**config.mk**
```make
export PLATFORM = sky130hd
export DESIGN_NAME = fpu_result_buffer
export DESIGN_NICKNAME = d
export VERILOG_FILES = /design/src/rtl/fpu_result_buffer.sv
export SDC_FILE = /design/constraint.sdc
export NUM_CORES = 1
export LEC_CHECK = 0
export BUFFER_PORTS_ARGS = -buffer_cell sky130_fd_sc_hd__buf_2
export CORE_MARGIN = 3
export CORE_UTILIZATION = 35
export DETAILED_ROUTE_END_ITERATION = 6
export PLACE_DENSITY = 0.63
export RECOVER_POWER = 100
export SYNTH_ARGS = -nofsm -noshare
export SYNTH_HDL_FRONTEND = slang
export SYNTH_SLANG_ARGS = --single-unit
```
**constraint.sdc**
```tcl
create_clock -name clk -period 2.3 [get_ports clk]
set_clock_uncertainty 0.15 [all_clocks]
set_input_delay 0.23 -clock clk [delete_from_list [all_inputs] [get_ports clk]]
set_output_delay 0.23 -clock clk [all_outputs]
set_load 0.005 [all_outputs]
```
**src/rtl/fpu_result_buffer.sv**
```systemverilog
// ---------------------------------------------------------------------------
// fpu_result_buffer
//   Registered result stage behind the FPU add/sub units. Single-precision
//   results and their error/overflow flags are queued in a small FIFO and
//   handed to the consumer in order over a valid/ready handshake. Sticky
//   exception flags accumulate until cleared, and the head word is classified
//   (zero / finite / infinity / NaN).
//
//   Optional feature macro: FPU_RESULT_BUFFER_OVF_STATS_EN
//     defined   -> ovf_count is a saturating 16-bit count of accepted
//                  overflow entries, cleared by clear_sticky.
//     undefined -> ovf_count is tied to 0 and no counter register exists.
//
//   Parameters
//     DEPTH  FIFO entries (power of two, >= 2)
//     PTR_W  log2(DEPTH)
//
//   Ports
//     clk, rst_n              clock, async active-low reset
//     in_valid/in_ready       producer handshake
//     in_result/in_error/in_overflow   entry written on push
//     out_valid/out_ready     consumer handshake
//     out_result/out_error/out_overflow/out_class   head entry (0 when empty)
//     count                   occupied entries, 0..DEPTH
//     sticky_error/sticky_overflow     accumulated exception flags
//     clear_sticky            synchronous clear of sticky flags / ovf_count
//     ovf_count               overflow statistics counter
// ---------------------------------------------------------------------------
module fpu_result_buffer #(
    parameter int DEPTH = 4,
    parameter int PTR_W = 2
) (
    input  logic             clk,
    input  logic             rst_n,
    input  logic             in_valid,
    output logic             in_ready,
    input  logic [31:0]      in_result,
    input  logic             in_error,
    input  logic             in_overflow,
    output logic             out_valid,
    input  logic             out_ready,
    output logic [31:0]      out_result,
    output logic             out_error,
    output logic             out_overflow,
    output logic [1:0]       out_class,
    output logic [PTR_W:0]   count,
    output logic             sticky_error,
    output logic             sticky_overflow,
    input  logic             clear_sticky,
    output logic [15:0]      ovf_count
);

    typedef struct packed {
        logic [31:0] res;
        logic        err;
        logic        ovf;
    } entry_t;

    localparam logic [PTR_W:0] C_FULL = (PTR_W+1)'(DEPTH);

    entry_t             r_mem [DEPTH];
    logic [PTR_W-1:0]   r_wptr;
    logic [PTR_W-1:0]   r_rptr;
    logic [PTR_W:0]     r_count;
    logic               r_sticky_err;
    logic               r_sticky_ovf;

    logic               w_push;
    logic               w_pop;
    entry_t             w_head;
    logic [7:0]         w_exp;
    logic [22:0]        w_frac;

    // in_ready looks only at the registered count, so a full buffer never
    // accepts a new entry even when the consumer pops in the same cycle.
    assign in_ready  = (r_count != C_FULL);
    assign out_valid = (r_count != '0);
    assign w_push    = in_valid & in_ready;
    assign w_pop     = out_valid & out_ready;
    assign count     = r_count;

    // Pointers are exactly PTR_W bits wide, so wrap modulo DEPTH is natural.
    always_ff @(posedge clk or negedge rst_n) begin
        if (!rst_n) begin
            r_wptr  <= '0;
            r_rptr  <= '0;
            r_count <= '0;
        end else begin
            if (w_push) r_wptr <= r_wptr + PTR_W'(1);
            if (w_pop)  r_rptr <= r_rptr + PTR_W'(1);
            if (w_push && !w_pop)
                r_count <= r_count + (PTR_W+1)'(1);
            else if (w_pop && !w_push)
                r_count <= r_count - (PTR_W+1)'(1);
        end
    end

    // Storage carries no reset; validity is tracked entirely by r_count.
    always_ff @(posedge clk) begin
        if (w_push) r_mem[r_wptr] <= '{res: in_result, err: in_error, ovf: in_overflow};
    end

    assign w_head = r_mem[r_rptr];

    always_comb begin
        out_result   = '0;
        out_error    = 1'b0;
        out_overflow = 1'b0;
        if (out_valid) begin
            out_result   = w_head.res;
            out_error    = w_head.err;
            out_overflow = w_head.ovf;
        end
    end

    assign w_exp  = out_result[30:23];
    assign w_frac = out_result[22:0];

    // out_result is already zero when empty, which decodes to class 00.
    always_comb begin
        out_class = 2'b01;
        if (w_exp == 8'h00)
            out_class = 2'b00;
        else if (w_exp == 8'hFF)
            out_class = (w_frac == '0) ? 2'b10 : 2'b11;
    end

    // A setting push takes priority over a same-cycle clear.
    always_ff @(posedge clk or negedge rst_n) begin
        if (!rst_n) begin
            r_sticky_err <= 1'b0;
            r_sticky_ovf <= 1'b0;
        end else begin
            if (w_push && in_error)    r_sticky_err <= 1'b1;
            else if (clear_sticky)     r_sticky_err <= 1'b0;
            if (w_push && in_overflow) r_sticky_ovf <= 1'b1;
            else if (clear_sticky)     r_sticky_ovf <= 1'b0;
        end
    end

    assign sticky_error    = r_sticky_err;
    assign sticky_overflow = r_sticky_ovf;

`ifdef FPU_RESULT_BUFFER_OVF_STATS_EN
    logic [15:0] r_ovf_count;
    logic        w_ovf_inc;

    assign w_ovf_inc = w_push & in_overflow;

    // Clear restarts the count; a same-cycle increment makes it 1.
    always_ff @(posedge clk or negedge rst_n) begin
        if (!rst_n)
            r_ovf_count <= '0;
        else if (clear_sticky)
            r_ovf_count <= {15'd0, w_ovf_inc};
        else if (w_ovf_inc && r_ovf_count != 16'hFFFF)
            r_ovf_count <= r_ovf_count + 16'd1;
    end

    assign ovf_count = r_ovf_count;
`else
    assign ovf_count = '0;
`endif

endmodule

```
# --- After elaboration in Yosys (flattened, before gate mapping) ---
# Memories as Yosys holds them, arrays and structs flattened.
# Index checks and enable logic that the tools add are counted.
word_totals:
  regBits: 9
  mem_bits_rw: 136
  input_bits: 39
  output_inout_bits: 59
  wordCells: 39
  memories: 1
memory_table:
  columns: ["memory", "words", "width", "rd", "rd_clocked_by_memory_dff", "write_ports", "line_no", "text"]
  rows:
  - ["r_mem", 4, 34, 1, 0, 1, "61", "entry_t r_mem [DEPTH];"]
classes:
  addsub: 4
  n_eq_ne: 2
  muxes: 13
  bitwise_logic: 2
  reduce_logical: 12
op_table:
  columns: ["cell", "n"]
  rows:
  - ["two-way mux 32 bit", 1]
  - ["zero test 23 bit", 1]
  - ["== test 8 bit (second input constant)", 1]
  - ["zero test 8 bit", 1]
  - ["two-way mux 1 bit", 8]
  - ["two-way mux 3 bit", 2]
  - ["nonzero test 2 bit", 3]
  - ["adder 2 x 1 -> 2 bit (second input constant)", 2]
  - ["logical AND 1 bit", 4]
  - ["two-way mux 2 bit", 2]
  - ["adder 3 x 1 -> 3 bit (second input constant)", 1]
  - ["inequality test 3 bit (second input constant)", 1]
  - ["nonzero test 3 bit", 1]
  - ["subtractor 3 x 1 -> 3 bit (second input constant)", 1]
  - ["AND 1 bit", 2]
  - ["zero test 1 bit", 2]

# --- Depth between registers and ports, before layout ---
# Gate-level depths: netlist of run 1.
depth:
  word_depth: 6
  ltp_mapped: 10
  mapped_depth_nobuf: 9

# --- Worst setup path before layout of run 1 ---
# OpenSTA, ideal clock, no wires.
synth_path:
  kind: "register to register"
  startpoint: "register r_count[1], in the netlist count[1]"
  endpoint: "register r_count[2], in the netlist count[2]"
  setup_ns: 0.079
  t_arrival_ns: 2.075
  required_ns: 2.071
  path_slack_ns: -0.004
  stages_incl_launch_ff: 10
  n_path_buf: 1
  synth_period_minus_slack_ns: 2.304
  path_cell_list: "dfrtp_1 -> or3_1 -> clkbuf_1 -> nand2_1 -> ha_1 -> inv_1 -> fa_1 -> xor2_1 -> nor2_1 -> xor2_1"
synth_between:
  elab_chain_len: 5
  elab_cells_between_ends: 13
  classes_between: "add/sub: 2; eq/ne: 1; mux: 2; bitwise: 2; reduce/logical: 6"
synth_rtl:
  columns: ["element", "line_no", "text"]
  rows:
  - ["from (decl)", "64", "logic [PTR_W:0] r_count;"]
  - ["from (signal assigned)", "92", "r_count <= r_count + (PTR_W+1)'(1);"]
  - ["from (signal assigned)", "94", "r_count <= r_count - (PTR_W+1)'(1);"]
  - ["branches (longest 5 deep; another with subtractor 3 x 1 -> 3 bit)", null, null]
# Several ways; the timed one is not identified. The select of a mux whose other input is x is not followed.
# A chain may end at the register's enable or synchronous reset.

# --- Worst setup path after layout of run 1 ---
layout_path:
  startpoint: "register r_rptr[0]"
  endpoint: "output out_class[0]"
layout_between:
  elab_chain_len: 6
  elab_cells_between_ends: 8
  classes_between: "eq/ne: 1; mux: 4; reduce/logical: 2; memory: 1"
layout_rtl:
  columns: ["element", "line_no", "text"]
  rows:
  - ["from (decl)", "63", "logic [PTR_W-1:0] r_rptr;"]
  - ["from (signal assigned)", "90", "if (w_pop) r_rptr <= r_rptr + PTR_W'(1);"]
  - ["memory (4 x 34 bit) (*)", null, null]
  - ["two-way mux 32 bit (*)", "109", "if (out_valid) begin"]
  - ["zero test 23 bit", "125", "out_class = (w_frac == '0) ? 2'b10 : 2'b11;"]
  - ["two-way mux 1 bit", "125", null]
  - ["two-way mux 2 bit", "124", "else if (w_exp == 8'hFF)"]
  - ["two-way mux 2 bit (*)", "122", "if (w_exp == 8'h00)"]
  - ["to (decl)", "45", "output logic [1:0] out_class,"]
# Mark *: on every way between the ends. The rest lies on a longest branch, timed or not.

==> flow_summary.toml, run 1 <==
[setup_path]
worstPathArrival_ns = 2.48
crit_slowest_cell = "or4_4"
critPathTopFamily = "simple AND/OR/NAND/NOR gates"
r2r_start = "count[2]$_DFFE_PN0P_"
critical_path_class = "reg -> out"
cp-end-kind = "output pin"
slowest_delay_ns = 0.54
crit_start = "r_rptr[0]$_DFFE_PN0P_"
cp.required_ns = 1.92
reg2regPathDepth = 8
cp_num_cells = 6
path_max_fanout = 7
r2r-end = "count[2]$_DFFE_PN0P_"
crit_end = "out_class[0]"
crit_path_start_kind = "register"
reg2reg_slack_ns = 0.11
crit_buf_inv = 2
crit_chain = "buf_12, mux4_2, or4_4, o21ai_2, a31oi_1, buf_2"

[sta]
tightest_slew_ns = 0.590
period_share = 1.24
fmax_ghz = 0.349
setup_tns_ns = -1.65
relSlewSlack = 0.607
finalHoldViolCount = 0
setup_ws_ns = -0.562
fin_crit_ns = 2.86
setup_viol = 14
rsz0062_at_grt = "yes"
drv_slew = 0

[hold_path]
hp-class = "in -> async"

[route]
final_antenna_net_count = 0
wl_per_cell_um = 18.0
wirelength_mm = 12.0
routed_via_density = 4.69
num_vias = 3131
drt_first_pass_iters = 4
drt-initial-drc-count = 206
drc = 0

[cts]
cts_buffer_depth = 2
cts-root-buf = "clkbuf_16"
cts.sinks = 145
path_clk_slew_ns = 0.06
cts_tree = "built"
cts_inserted_buffers = 17
clock_latency_ns = 0.41
htree_levels = 4

[power_and_ir_drop]
p_leak_uw = 0.00275
peakVddDrop_mv = 0.664
power_density_nw_per_um2 = 1340
total_power_uw = 10400

[run_status]
violations = "setup timing"
status = "finished with violations"

[yosys]
yosys_warnings = 0
yosysSeqAreaShare = 0.736
syn_avg_cell_area_um2 = 20.2
synth.distinct_cells = 30
syn-cell-area_um2 = 5860
synth_seq_cells = 145
synthCells = 290
synth.top_cell.area_share = 0.697
ys_top_cells_by_area = "edfxtp_1 70%, mux4_2 10%, dfrtp_1 3.8%"
synth_top_cell_by_area = "edfxtp_1"

[global_route]
gr-total-overflow = 0
grt_pass1_vias = 3446
grt_max_degree = 38
antenna_found_initial = 0
grt_pass1_wl_mm = 19.1
grt_usage = 0.139

[place]
place_congestion = 0.692
port_buffers = 81
dpl.hpwl_mm = 7.47

[finish]
num_antenna_cells = 0
layout-drive-gt1-share = 0.364
fin_nets = 483
syn2layout_area_growth_pct = 32.4

[floorplanning]
start_util = 0.363
die_h_um = 135
pin_count = 98
die_area_um2 = 18300
die_w_um = 135
rows = 46
coreArea_um2 = 16100

[job]
maxCapViolCount = 0
## sequential cells by signal, summed over array words and instances, names as in the netlist
signal and cells:
r_mem 136, r_rptr 2, sticky_overflow 1, r_wptr 2, sticky_error 1, count 3
## synthesized netlist by cell type, drive strengths merged
| master | count |
|---|---|
| or4 | 4 |
| and4 | 1 |
| mux2 | 2 |
| a22o | 2 |
| nand3 | 2 |
| conb | 1 |
| and3 | 4 |
| nor3 | 2 |
| nand2 | 3 |
| or3 | 1 |
| xor2 | 2 |
| xnor2 | 4 |
| edfxtp | 136 |
| a31oi | 1 |
| inv | 5 |
| and2 | 34 |
| nor4 | 3 |
| nand4 | 1 |
| fa | 1 |
| mux4 | 34 |
| o21ai | 1 |
| clkbuf | 8 |
| nor2 | 3 |
| dfrtp | 9 |
| buf | 21 |
| ha | 5 |
## what timing repair did
action,CTS,global route
endpoints found under the hold margin,148,0
resized for setup,33,34
buffers inserted,1,4
pin swaps,5,0
setup endpoints to repair,26,36
hold buffers,37,0
cloned,1,0
## stage by stage
stage          hold WS [ns]  utilization  area, um^2  instances  setup slack [ns]
4_1_cts              0.0316        0.480        7740        665            -0.584
5_1_grt               0.201        0.481        7750        667            -0.668
2_1_floorplan        -0.216            -        5910        305            0.0222
3_5_place_dp        -0.0476        0.412        6640        594            -0.206
6_report              0.157        0.481        7750        667            -0.562
3_3_place_gp        -0.0497        0.412        6640        594            -0.203
## cell families (layout without fill, tap and decap cells)
kind of cell               Yosys count  count (layout)  synth area share
adders and majority gates            6               6            0.0141
xor gates and xnor gates             6               6           0.00897
DFF                                145             145             0.736
and+or+nand+nor                     58              58            0.0598
other                                1              16          0.000640
buffers and inverters               34             180            0.0367
muxes                               36              36             0.139
AOI/OAI and AO/OA                    4               4           0.00491
## placed cells by master, fill, tap and decap left out, types with 4 or more instances in the layout
cell,instances
and2_1,15
and2_4,18
and3_2,4
buf_12,4
buf_2,24
buf_4,8
buf_6,23
clkbuf_1,46
clkbuf_16,20
clkbuf_4,4
conb_1,16
dfrtp_1,8
dlygate4sd3_1,37
edfxtp_1,136
ha_1,5
inv_1,4
mux4_2,34
xnor2_1,4
## metal layers
layer	track usage	wire length, um	share of wire
met1	0.178	5160	0.43
met2	0.227	5960	0.50
met3	0.0423	677	0.057
met4	0.0476	177	0.015
met5	0	0	0
## worst min-delay path by stage
| stage | slack [ns] | startpoint | cells past startpoint | end |
|---|---|---|---|---|
| 6_report | 0.16 | rst_n | 2 | sticky_error$_DFFE_PN0P_ |
| 3_5_place_dp | -0.05 | rst_n | 1 | sticky_error$_DFFE_PN0P_ |
| 2_1_floorplan | -0.22 | rst_n | 0 | count[0]$_DFFE_PN0P_ |
| 5_1_grt | 0.20 | rst_n | 2 | sticky_error$_DFFE_PN0P_ |
| 4_1_cts | 0.03 | rst_n | 2 | sticky_error$_DFFE_PN0P_ |
| 3_3_place_gp | -0.05 | rst_n | 1 | sticky_overflow$_DFFE_PN0P_ |
## report_power, final
group          switching, uW  internal [uW]
clock                   1000           1740
combinational           1770           2240
sequential               168           3510
## worst register-to-register path: stages (launching register included)
cell	delay (ns)
dfrtp_1	0.42
or3_1	0.38
nand2_2	0.11
ha_1	0.18
inv_1	0.06
fa_1	0.37
xor2_1	0.16
nor2_1	0.12
xor2_1	0.16
## final cells by class
class | count | area [um^2]
Multi-Input combinational cell | 126 | 1460
Sequential cell | 145 | 4310
Inverter | 5 | 18.8
Clock buffer | 26 | 543
Clock inverter | 6 | 66.3
Timing Repair Buffer | 143 | 1080
Tap cell | 216 | 270
Fill cell | 1363 | 8360
No activity file was read; power rests on OpenSTA's default activity.
==> inputs of run 2 (changes only) <==
--- a/config.mk
+++ b/config.mk
@@ -9,7 +9,7 @@
 export CORE_MARGIN = 3
 export CORE_UTILIZATION = 35
 export DETAILED_ROUTE_END_ITERATION = 6
-export PLACE_DENSITY = 0.63
+export PLACE_DENSITY = 0.62
 export RECOVER_POWER = 100
 export SYNTH_ARGS = -nofsm -noshare
 export SYNTH_HDL_FRONTEND = slang
==> flow_summary.toml, run 2 (synthesized netlist as in run 1, its figures left out) <==
[sta]
tightest_slew_ns = 0.571
finalHoldViolCount = 0
rsz0062_at_grt = "yes"
fmax_ghz = 0.347
setup_ws_ns = -0.581
period_share = 1.25
relSlewSlack = 0.619
setup_viol = 13
worst_hold_slack_ns = 0.161
drv_slew = 0
fin_crit_ns = 2.88

[finish]
register_area_um2 = 4310
num_antenna_cells = 0
multi_input_area_um2 = 1430
layout_common_cells = "136 x edfxtp_1, 44 x clkbuf_1, 37 x dlygate4sd3_1"
syn2layout_area_growth_pct = 30.7
fin_cells = 673
largest_reg_flops = 136
final_common_cell = "edfxtp_1"
num-fill-cells = 1382
layout-drive-gt1-share = 0.341
fin_nets = 489
largest-register = "r_mem"

[cts]
cts.sinks = 145
cts_inserted_buffers = 17
clock_latency_ns = 0.42
path_clk_slew_ns = 0.06
cts_buffer_depth = 2
cts-root-buf = "clkbuf_16"
htree_levels = 4
cts_tree = "built"

[global_route]
grt_usage = 0.137
grt_pass1_wl_mm = 18.8
grt_max_degree = 38
antenna_found_initial = 0
grt_pass1_vias = 3473
gr-total-overflow = 0

[route]
final_antenna_net_count = 0
wirelength_mm = 11.8
drt_first_pass_iters = 4
drc = 0
wl_per_cell_um = 17.5
drt-initial-drc-count = 180
routed_via_density = 4.67
num_vias = 3143

[place]
dp.cells = 597
port_buffers = 81
place_congestion = 0.723
dpl.hpwl_mm = 7.72

[run_status]
status = "finished with violations"
violations = "setup timing"

[floorplanning]
rows = 46
pin_count = 98
die_area_um2 = 18300
start_util = 0.363
die_w_um = 135
coreArea_um2 = 16100
die_h_um = 135

[power_and_ir_drop]
switching_share = 0.293
combPwrFrac = 0.381
power_density_nw_per_um2 = 1300
peakVddDrop_mv = 0.581
intPower_uw = 7040
pwr-share-clk = 0.251
seq_power_share = 0.368
p_leak_uw = 0.00270
switching_power_uw = 2920

[setup_path]
cp-end-kind = "output pin"
worstPathArrival_ns = 2.50
critical_path_class = "reg -> out"
crit_path_start_kind = "register"
cp.required_ns = 1.92
path_max_fanout = 10

[job]
maxCapViolCount = 0

[hold_path]
hp-class = "in -> async"
## run 2: changes by cell type in the layout (fill, tap and decap cells not counted), sizes merged
cell      delta
clkbuf       -9
clkinvlp     +3
clkinv       +3
buf          +8
inv          +1
## run 2: critical path, cell delays in order (launching register included)
cell	delay, ns
dfrtp_2	0.43
buf_12	0.16
mux4_2	0.55
nor4_4	0.32
buf_4	0.15
and4_4	0.23
a31oi_1	0.09
buf_2	0.15
## run 2: worst paths after layout
path | start | end | slack (ns) | cells after the start
min reg2reg | sticky_error$_DFFE_PN0P_ | sticky_error$_DFFE_PN0P_ | 0.38 | 1
min | rst_n | sticky_overflow$_DFFE_PN0P_ | 0.16 | 2
min in group clk | in_valid | count[0]$_DFFE_PN0P_ | 0.26 | 4
max | r_rptr[0]$_DFFE_PN0P_ | out_class[0] | -0.58 | 7
max in group asynchronous | rst_n | r_rptr[0]$_DFFE_PN0P_ | 1.43 | 2
max reg2reg | count[2]$_DFFE_PN0P_ | count[2]$_DFFE_PN0P_ | 0.13 | 8
## run 2: layer usage
| layer | up-vias | global-route usage | part of all wire | routed length (um) |
|---|---|---|---|---|
| met5 | - | 0 | 0 | 0 |
| met4 | 0 | 0.0459 | 0.017 | 198 |
| met3 | 19 | 0.0409 | 0.053 | 624 |
| met2 | 91 | 0.233 | 0.51 | 5980 |
| met1 | 1604 | 0.167 | 0.42 | 5000 |
| li1 | 1429 | - | - | - |
## run 2: cell type report
cell class,count,share of cell area
well taps,216,0.0353
repair buffers,149,0.140
clock buffers,19,0.0565
flip-flops and latches,145,0.563
inverters,5,0.00245
multi-input cells,126,0.187
clock inverters,13,0.0150
## run 2: repair_timing
item                                   in CTS  in global routing
setup endpoints to repair                  21                 31
endpoints found under the hold margin     148                  0
buffers inserted                            3                  4
pin swaps                                   0                  1
gates resized for setup                    29                 12
hold buffers                               37                  0
## run 2: stage by stage
step	area (um^2)	TNS, ns	util	power [uW]	setup slack (ns)
after CTS	7690	-1.85	0.477	10000	-0.615
after floorplan	5910	0	-	5640	0.0222
after global routing	7660	-3.16	0.475	10500	-0.661
final	7660	-1.38	0.475	9960	-0.581
after detailed placement	6670	-0.256	0.414	7120	-0.256
after global placement	6670	-0.256	0.414	7040	-0.256
## run 2: power groups by stage
| stage | Sequential [uW] | Clock (uW) | Combinational (uW) |
|---|---|---|---|
| detailed placement | 3710 | 0 | 3410 |
| CTS | 3670 | 2560 | 3820 |
| global placement | 3680 | 0 | 3360 |
| finish | 3660 | 2500 | 3800 |
| floorplan | 3670 | 0 | 1960 |
| global route | 3720 | 2680 | 4130 |
==> inputs of run 3 (changes only) <==
--- a/config.mk
+++ b/config.mk
@@ -9,6 +9,7 @@
 export CORE_MARGIN = 3
 export CORE_UTILIZATION = 35
 export DETAILED_ROUTE_END_ITERATION = 6
+export MAX_ROUTING_LAYER = met4
 export PLACE_DENSITY = 0.62
 export RECOVER_POWER = 100
 export SYNTH_ARGS = -nofsm -noshare
==> constraint.sdc (replaced) <==
create_clock -name clk -period 2.3 [get_ports clk]
set_clock_uncertainty 0.15 [all_clocks]
set_input_delay 0.23 -clock clk [delete_from_list [all_inputs] [get_ports clk]]
set_output_delay 0.23 -clock clk [all_outputs]
set_load 0.05 [all_outputs]
==> flow_summary.toml, run 3 (synthesized netlist as in run 1, its figures left out) <==
[run_status]
status = "finished with violations"
violations = "setup timing"

[setup_path]
path_max_fanout = 8
reg2reg_slack_ns = 0.01
crit_path_start_kind = "register"
r2r_start = "count[0]$_DFFE_PN0P_"
worstPathArrival_ns = 2.55
critical_path_class = "reg -> out"
cp-end-kind = "output pin"
cp.required_ns = 1.92
r2r-end = "count[2]$_DFFE_PN0P_"
reg2regPathDepth = 9

[route]
drc = 0
drt-initial-drc-count = 181
drt_first_pass_iters = 4
final_antenna_net_count = 0
wirelength_mm = 11.9
wl_per_cell_um = 17.7
num_vias = 3122
routed_via_density = 4.65

[place]
port_buffers = 81
dp.cells = 594
place_congestion = 0.718
dpl.hpwl_mm = 7.84

[cts]
cts-root-buf = "clkbuf_16"
cts_tree = "built"
cts_inserted_buffers = 17
cts.sinks = 145
htree_levels = 4
clock_latency_ns = 0.42
cts_buffer_depth = 2
path_clk_slew_ns = 0.06

[global_route]
antenna_found_initial = 0
gr-total-overflow = 0
grt_pass1_vias = 3417
grt_usage = 0.143
grt_max_degree = 23
grt_pass1_wl_mm = 18.9

[finish]
final_common_cell = "edfxtp_1"
fin_cells = 671
final_util = 0.494
num_antenna_cells = 0
syn2layout_area_growth_pct = 35.8
largest-register = "r_mem"
layout_common_cells = "136 x edfxtp_1, 44 x clkbuf_1, 37 x dlygate4sd3_1"
largest_reg_flops = 136
fin_nets = 487
layout-drive-gt1-share = 0.407

[sta]
rsz0062_at_grt = "yes"
tightest_slew_ns = 0.867
setup_ws_ns = -0.627
period_share = 1.27
relSlewSlack = 0.422
setup_viol = 29
fin_crit_ns = 2.93
fmax_ghz = 0.342
worst_hold_slack_ns = 0.144
drv_slew = 0
finalHoldViolCount = 0

[floorplanning]
start_util = 0.363
die_w_um = 135
die_area_um2 = 18300
pin_count = 98
coreArea_um2 = 16100
die_h_um = 135
rows = 46

[hold_path]
hp-class = "in -> async"

[power_and_ir_drop]
peakVddDrop_mv = 0.770
power_density_nw_per_um2 = 1610
p_leak_uw = 0.00283

[job]
maxCapViolCount = 0
[run 3: critical path, stage by stage (launching register included)]
cell     delay [ns]
dfrtp_2        0.43
buf_12         0.16
buf_6          0.10
mux4_2         0.52
or4_4          0.51
nor2_4         0.16
a31oi_4        0.10
buf_6          0.17
[run 3: metrics by stage]
step                total power, uW  setup TNS, ns  setup WS, ns  instance area [um^2]
detailed placement             9030         -0.274        -0.274                  6680
floorplan                      7630        -0.0424       -0.0424                  6020
CTS                           12400          -5.34        -0.651                  7870
global route                  13400          -8.46        -0.731                  7960
finish                        12800          -4.50        -0.627                  7960
global placement               8970         -0.255        -0.255                  6680
[run 3: cell type report]
| cell class | count | area, um^2 |
|---|---|---|
| clock buffers | 18 | 429 |
| flip-flops and latches | 145 | 4310 |
| repair buffers | 147 | 1220 |
| well taps | 216 | 270 |
| multi-input cells | 126 | 1580 |
| fillers | 1386 | 8160 |
| clock inverters | 14 | 123 |
| inverters | 5 | 18.8 |
[run 3: routing by layer]
metal,share of wire,vias up,track usage
met3,0.049,18,0.0472
li1,-,1424,-
met4,0.014,0,0.0487
met2,0.50,96,0.218
met5,0,-,-
met1,0.44,1584,0.183
[run 3: worst max path at each step]
stage | start | to | slack (ns) | cells past startpoint
2_1_floorplan | r_rptr[0]$_DFFE_PN0P_ | out_class[0] | -0.04 | 6
3_3_place_gp | r_rptr[0]$_DFFE_PN0P_ | out_class[0] | -0.25 | 6
3_5_place_dp | r_rptr[0]$_DFFE_PN0P_ | out_class[0] | -0.27 | 7
4_1_cts | r_rptr[0]$_DFFE_PN0P_ | out_class[0] | -0.65 | 7
5_1_grt | r_rptr[0]$_DFFE_PN0P_ | out_class[0] | -0.73 | 7
6_report | r_rptr[0]$_DFFE_PN0P_ | out_class[0] | -0.63 | 7
[run 3: power breakdown]
group          total, uW  switching (uW)  leakage, uW  internal, uW
registers           3700             191      0.00135          3510
clock network       2540             978     0.000274          1570
logic               6540            3770      0.00121          2760
[run 3: repair_timing]
action / 4_1_cts / 5_1_grt
setup buffers: 5 / 4
gates cloned: 1 / 0
setup endpoints to repair: 34 / 36
hold endpoints to repair: 149 / 0
gates resized for setup: 69 / 60
pin swaps: 7 / 6
hold buffers: 37 / 0
